--- config.mk ---
export PLATFORM = sky130hd
export DESIGN_NAME = mmio_port_bank
export DESIGN_NICKNAME = d
export VERILOG_FILES = /design/src/rtl/mmio_port_bank_pkg.sv /design/src/rtl/mmio_port_bank_io_sync_edge.sv /design/src/rtl/mmio_port_bank.sv
export SDC_FILE = /design/constraint.sdc
export NUM_CORES = 1
export LEC_CHECK = 0
export BUFFER_PORTS_ARGS = -buffer_cell sky130_fd_sc_hd__clkbuf_2
export CAP_MARGIN = 15
export CELL_PAD_IN_SITES_DETAIL_PLACEMENT = 2
export CELL_PAD_IN_SITES_GLOBAL_PLACEMENT = 2
export CORE_ASPECT_RATIO = 1.2
export CORE_MARGIN = 2
export CORE_UTILIZATION = 40
export CTS_CLUSTER_DIAMETER = 40
export DETAILED_ROUTE_END_ITERATION = 10
export PLACE_DENSITY_LB_ADDON = 0.1
export SETUP_SLACK_MARGIN = 0.02
export SLEW_MARGIN = 15
export SYNTH_ARGS = -nofsm -noshare
export SYNTH_HDL_FRONTEND = slang
export SYNTH_HIERARCHICAL = 1
export SYNTH_SLANG_ARGS = --single-unit
--- constraint.sdc ---
create_clock -name clk -period 2.8 [get_ports clk]
set_input_delay 0.28 -clock clk [delete_from_list [all_inputs] [get_ports clk]]
set_output_delay 0.28 -clock clk [all_outputs]
set_load 0.02 [all_outputs]
--- src/rtl/mmio_port_bank_pkg.sv ---
// Shared constants for the memory-mapped GPIO bank: window base and per-port register offsets.
package mmio_port_bank_pkg;

  // Default base of the GPIO window in the 10-bit data address space.
  localparam logic [9:0] MMIO_BASE_ADDR = 10'h3C0;

  // Register offsets within one 4-address port slot.
  typedef enum logic [1:0] {
    OFF_OUT  = 2'd0,
    OFF_IN   = 2'd1,
    OFF_FLAG = 2'd2,
    OFF_MASK = 2'd3
  } mmio_off_e;

endpackage

--- src/rtl/mmio_port_bank_io_sync_edge.sv ---
// Two-flop input synchroniser with rising-edge detect against a previous-value flop.
module io_sync_edge #(
  parameter int unsigned W = 4
) (
  input  logic         clk,
  input  logic         rst,
  input  logic [W-1:0] din,
  output logic [W-1:0] sync,
  output logic [W-1:0] rise
);

  logic [W-1:0] s1_q, s2_q, prv_q;

  // Synchroniser chain plus previous-value flop; reset drops any edge in flight.
  always_ff @(posedge clk) begin
    if (rst) begin
      s1_q  <= '0;
      s2_q  <= '0;
      prv_q <= '0;
    end else begin
      s1_q  <= din;
      s2_q  <= s1_q;
      prv_q <= s2_q;
    end
  end

  assign sync = s2_q;
  assign rise = s2_q & ~prv_q;

endmodule

--- src/rtl/mmio_port_bank.sv ---
// Memory-mapped GPIO bank: address decode, OUT/FLAG/MASK registers, read mux and interrupt.
module mmio_port_bank
  import mmio_port_bank_pkg::*;
#(
  parameter int unsigned       DATA_W    = 8,
  parameter int unsigned       ADDR_W    = 10,
  parameter int unsigned       NUM_PORTS = 4,
  parameter int unsigned       PORT_W    = 4,
  parameter logic [ADDR_W-1:0] BASE_ADDR = ADDR_W'(MMIO_BASE_ADDR)
) (
  input  logic                        clk,
  input  logic                        rst,
  input  logic [ADDR_W-1:0]           addr,
  input  logic                        w_en,
  input  logic [DATA_W-1:0]           d_in,
  output logic [DATA_W-1:0]           d_out,
  output logic                        hit,
  input  logic [NUM_PORTS*PORT_W-1:0] io_in,
  output logic [NUM_PORTS*PORT_W-1:0] io_out,
  output logic                        irq
);

  logic [NUM_PORTS-1:0][PORT_W-1:0] out_q, out_d;
  logic [NUM_PORTS-1:0][PORT_W-1:0] flag_q, flag_d;
  logic [NUM_PORTS-1:0][PORT_W-1:0] mask_q, mask_d;
  logic [NUM_PORTS-1:0][PORT_W-1:0] sync, rise;
  logic                             irq_q, irq_d;

  logic [ADDR_W:0]       addr_ext, win_lo, win_hi;
  logic [ADDR_W-1:0]     rel_port;
  logic [NUM_PORTS-1:0]  port_sel;
  mmio_off_e             offset;
  logic [PORT_W-1:0]     wdata, rdata;
  logic                  unused_d_in;

  // Only the low PORT_W bits of the write data are meaningful.
  assign wdata       = d_in[PORT_W-1:0];
  assign unused_d_in = ^d_in;

  // One synchroniser/edge detector per port.
  for (genvar p = 0; p < NUM_PORTS; p++) begin : g_port_sync
    io_sync_edge #(
      .W (PORT_W)
    ) u_sync (
      .clk  (clk),
      .rst  (rst),
      .din  (io_in[p*PORT_W +: PORT_W]),
      .sync (sync[p]),
      .rise (rise[p])
    );
  end

  // Window decode; one extra bit keeps the upper bound from wrapping at the top of memory.
  always_comb begin
    addr_ext = {1'b0, addr};
    win_lo   = {1'b0, BASE_ADDR};
    win_hi   = win_lo + (ADDR_W + 1)'(4 * NUM_PORTS);
    hit      = (addr_ext >= win_lo) && (addr_ext < win_hi);
    rel_port = (addr - BASE_ADDR) >> 2;
    offset   = mmio_off_e'(addr[1:0]);
    port_sel = '0;
    for (int p = 0; p < NUM_PORTS; p++) begin
      port_sel[p] = hit && (rel_port == ADDR_W'(p));
    end
  end

  // Register next-state: writes to the selected port, sticky rise flags with set beating clear.
  always_comb begin
    out_d  = out_q;
    mask_d = mask_q;
    for (int p = 0; p < NUM_PORTS; p++) begin
      flag_d[p] = flag_q[p] | rise[p];
      if (w_en && port_sel[p]) begin
        unique case (offset)
          OFF_OUT:  out_d[p]  = wdata;
          OFF_IN:   ;
          OFF_FLAG: flag_d[p] = (flag_q[p] & ~wdata) | rise[p];
          OFF_MASK: mask_d[p] = wdata;
          default:  ;
        endcase
      end
    end
    irq_d = |(flag_q & mask_q);
  end

  // Read mux; zero outside the window.
  always_comb begin
    rdata = '0;
    for (int p = 0; p < NUM_PORTS; p++) begin
      if (port_sel[p]) begin
        unique case (offset)
          OFF_OUT:  rdata = out_q[p];
          OFF_IN:   rdata = sync[p];
          OFF_FLAG: rdata = flag_q[p];
          OFF_MASK: rdata = mask_q[p];
          default:  rdata = '0;
        endcase
      end
    end
    d_out = DATA_W'(rdata);
  end

  // State registers with synchronous reset.
  always_ff @(posedge clk) begin
    if (rst) begin
      out_q  <= '0;
      flag_q <= '0;
      mask_q <= '0;
      irq_q  <= 1'b0;
    end else begin
      out_q  <= out_d;
      flag_q <= flag_d;
      mask_q <= mask_d;
      irq_q  <= irq_d;
    end
  end

  assign io_out = out_q;
  assign irq    = irq_q;

endmodule

==> metrics.txt <==
GR Overflow Total=0; Crit Path Category=in2out; site row count=41; fin cells=550; initial antenna violation count=0; most common cell after layout, fill and taps aside=dfxtp_1; First-pass DRT Iterations=4; post-synthesis adder-cell area fraction=0%; Post-Route Setup TNS=0 ns; P per Cell Area=605 nW/um2; Starting DRT DRC Count=79; pin count of the biggest net entering global routing=37; Final setup viols=0; Worst setup SP type=input port; Placed Area=4520 um2; CTS tree=yes; post-synthesis compound-gate area fraction=5.95%; footprint of the multi-input gates=2080 um2; Core ar.=10400 um2; Seq/Total Area, Yosys=46.2%; Final Util=46.5%; vias in the first global route=3277; status=complete, no violations; total number of vias=2964; Ys Warns=6; ANT nets after route=0; GR Util All Layers=20.6%; cell area after layout=4820 um2; Bufs on Longest Clock Path=2; MaxCap Viol Count=0; Final Cycle Share=79.5%; DP Cell Count=534; maximum vdd drop=0.315 mV; Worst-Margin Slew=0.733 ns; max-slew violations=0; Seq cells post-synth=97; Mapped Cells=373; layout cell share with drive strength beyond 1=34.2%; Crit. End Element=output port; PortBufs=54; total wire length=11.0 mm; Top FF cell, synth=dfxtp_1; syn_area_per_cell=11.3 um2; Reg clk slew, reported paths=0.07 ns; fillers=1076; worst rel slew slack=50.8%; unrepaired setup endpoints after global routing=false; Synth Area in XOR/XNOR=0%; CTS Root Buffer Type=clkbuf_16; Hold Fails Final Rpt=0; P_leak=1.98 nW; H-tree Lvls=3; Post-CTS Setup Inserts=0; num ports=63; Achievable Freq=449 MHz; CTS Hold Buffers Added=0; Die ar.=11400 um2; CP Max Fanout=13; post-synthesis mux area share=17.6%; final net count=453; Setup Skew=0.00347 ns; Async S/R FF share, synth=0%; hold slack final=0.137 ns; DIE WIDTH=97.6 um; HP Class=in2reg; Required @ worst endpoint=2.52 ns; Remaining DRCs=0; Layout area overhead=14.6%; Syn Std Cell Area=4210 um2; TritonCTS Sinks=97; chip height=116 um; DP HPWL=7.80 mm; post-DR vias/cell=5.39; CTS-repair resized insts=0; Tmin final=2.22 ns; first-pass GRT wire length=17.8 mm; TritonCTS Buffers=9; Ant. Diodes=0; Arrival @ worst endpoint=1.94 ns; number of flops mapped to enable cells by yosys=0; Clock Latency Late Sink=0.35 ns; initial cell density of the core=40.6%; WL per Instance=20.0 um; most frequent cells in the layout=97 x dfxtp_1, 53 x clkbuf_2, 50 x nor2_1; register area=1940 um2; largest family of logic cells by synthesized area=simple AND/OR/NAND/NOR gates; Post-Synth Simple-Gate Area=25.6%; RD Place Congestion=0.804; count of cell types in the netlist=40
cells in the mapped netlist (2+ instances only):
cell / number / area share, %
nor2b_1: 18 / 2.7
or2_1: 2 / 0.30
buf_2: 6 / 0.71
or4_1: 2 / 0.36
nand4_1: 3 / 0.45
mux4_1: 2 / 1.2
buf_4: 4 / 0.71
a22oi_1: 2 / 0.36
mux2i_1: 37 / 8.8
clkbuf_1: 13 / 1.2
and2b_2: 8 / 1.7
buf_6: 7 / 1.9
dfxtp_1: 97 / 46
nor3b_1: 17 / 3.0
nand3b_1: 3 / 0.54
a221oi_1: 3 / 0.62
and3_1: 2 / 0.30
a211oi_1: 20 / 3.6
mux4_2: 13 / 7.0
nand2_1: 2 / 0.18
nor4_2: 3 / 0.89
mux2_2: 2 / 0.54
a22o_1: 3 / 0.62
nor2b_4: 8 / 2.6
nor2b_2: 32 / 6.7
nor2_1: 50 / 4.5
layout make-up:
type / instances / share of cell area [%]
repair buffers: 60 / 6.85
clock inverters: 6 / 1.35
inverters: 1 / 0.0779
multi-input cells: 247 / 43.1
flip-flops and latches: 97 / 40.3
clock buffers: 10 / 4.96
well taps: 129 / 3.35
final timing paths:
check,from,endpoint,slack (ns),cells past startpoint
setup / recovery,addr[0],d_out[2],0.58,6
hold / removal,io_in[14],g_port_sync[3].u_sync/s1_q[2]$_SDFF_PP0_,0.14,2
setup reg to reg,flag_q[5]$_SDFF_PP0_,irq$_SDFF_PP0_,1.55,3
hold reg to reg,g_port_sync[3].u_sync/s1_q[1]$_SDFF_PP0_,g_port_sync[3].u_sync/sync[1]$_SDFF_PP0_,0.44,1
cell families (layout without fill, tap and decap cells):
family | count (synthesis) | count (layout)
AO/OA/AOI/OAI | 33 | 33
buffers and inverters | 32 | 77
flip-flops | 97 | 97
multiplexers | 54 | 54
other | 1 | 4
AND/OR/NAND/NOR | 156 | 156
sequential cells by signal, summed over array words and instances (netlist names):
name and count:
flag_q 16, io_out 16, irq 1, g_port_sync.u_sync/s1_q 16, g_port_sync.u_sync/sync 16, mask_q 16
g_port_sync.u_sync/prv_q 16
metal layers:
layer / track usage [%] / vias to the layer above / share of wire, %
met5: 0 / - / 0
met4: 7.41 / 0 / 1.9
met3: 3.89 / 15 / 3.1
met2: 37.7 / 53 / 52
met1: 24.2 / 1510 / 43
li1: - / 1386 / -
where the power goes:
group / internal [mW] / switching [mW]
combinational: 0.0949 / 0.121
sequential: 1.42 / 0.0239
clock: 0.718 / 0.540
critical path: stages:
cell,delay [ns]
clkbuf_2,0.35
mux4_2,0.59
mux2_2,0.31
o21ai_0,0.17
a21oi_1,0.06
clkbuf_2,0.18
metrics by stage:
stage	worst slack [ns]	total power, mW
floorplan	0.930	1.62
global placement	0.559	1.68
detailed placement	0.543	1.69
CTS	0.557	2.95
global route	0.462	3.04
finish	0.575	2.92
Power figures use the tool's default switching activity.
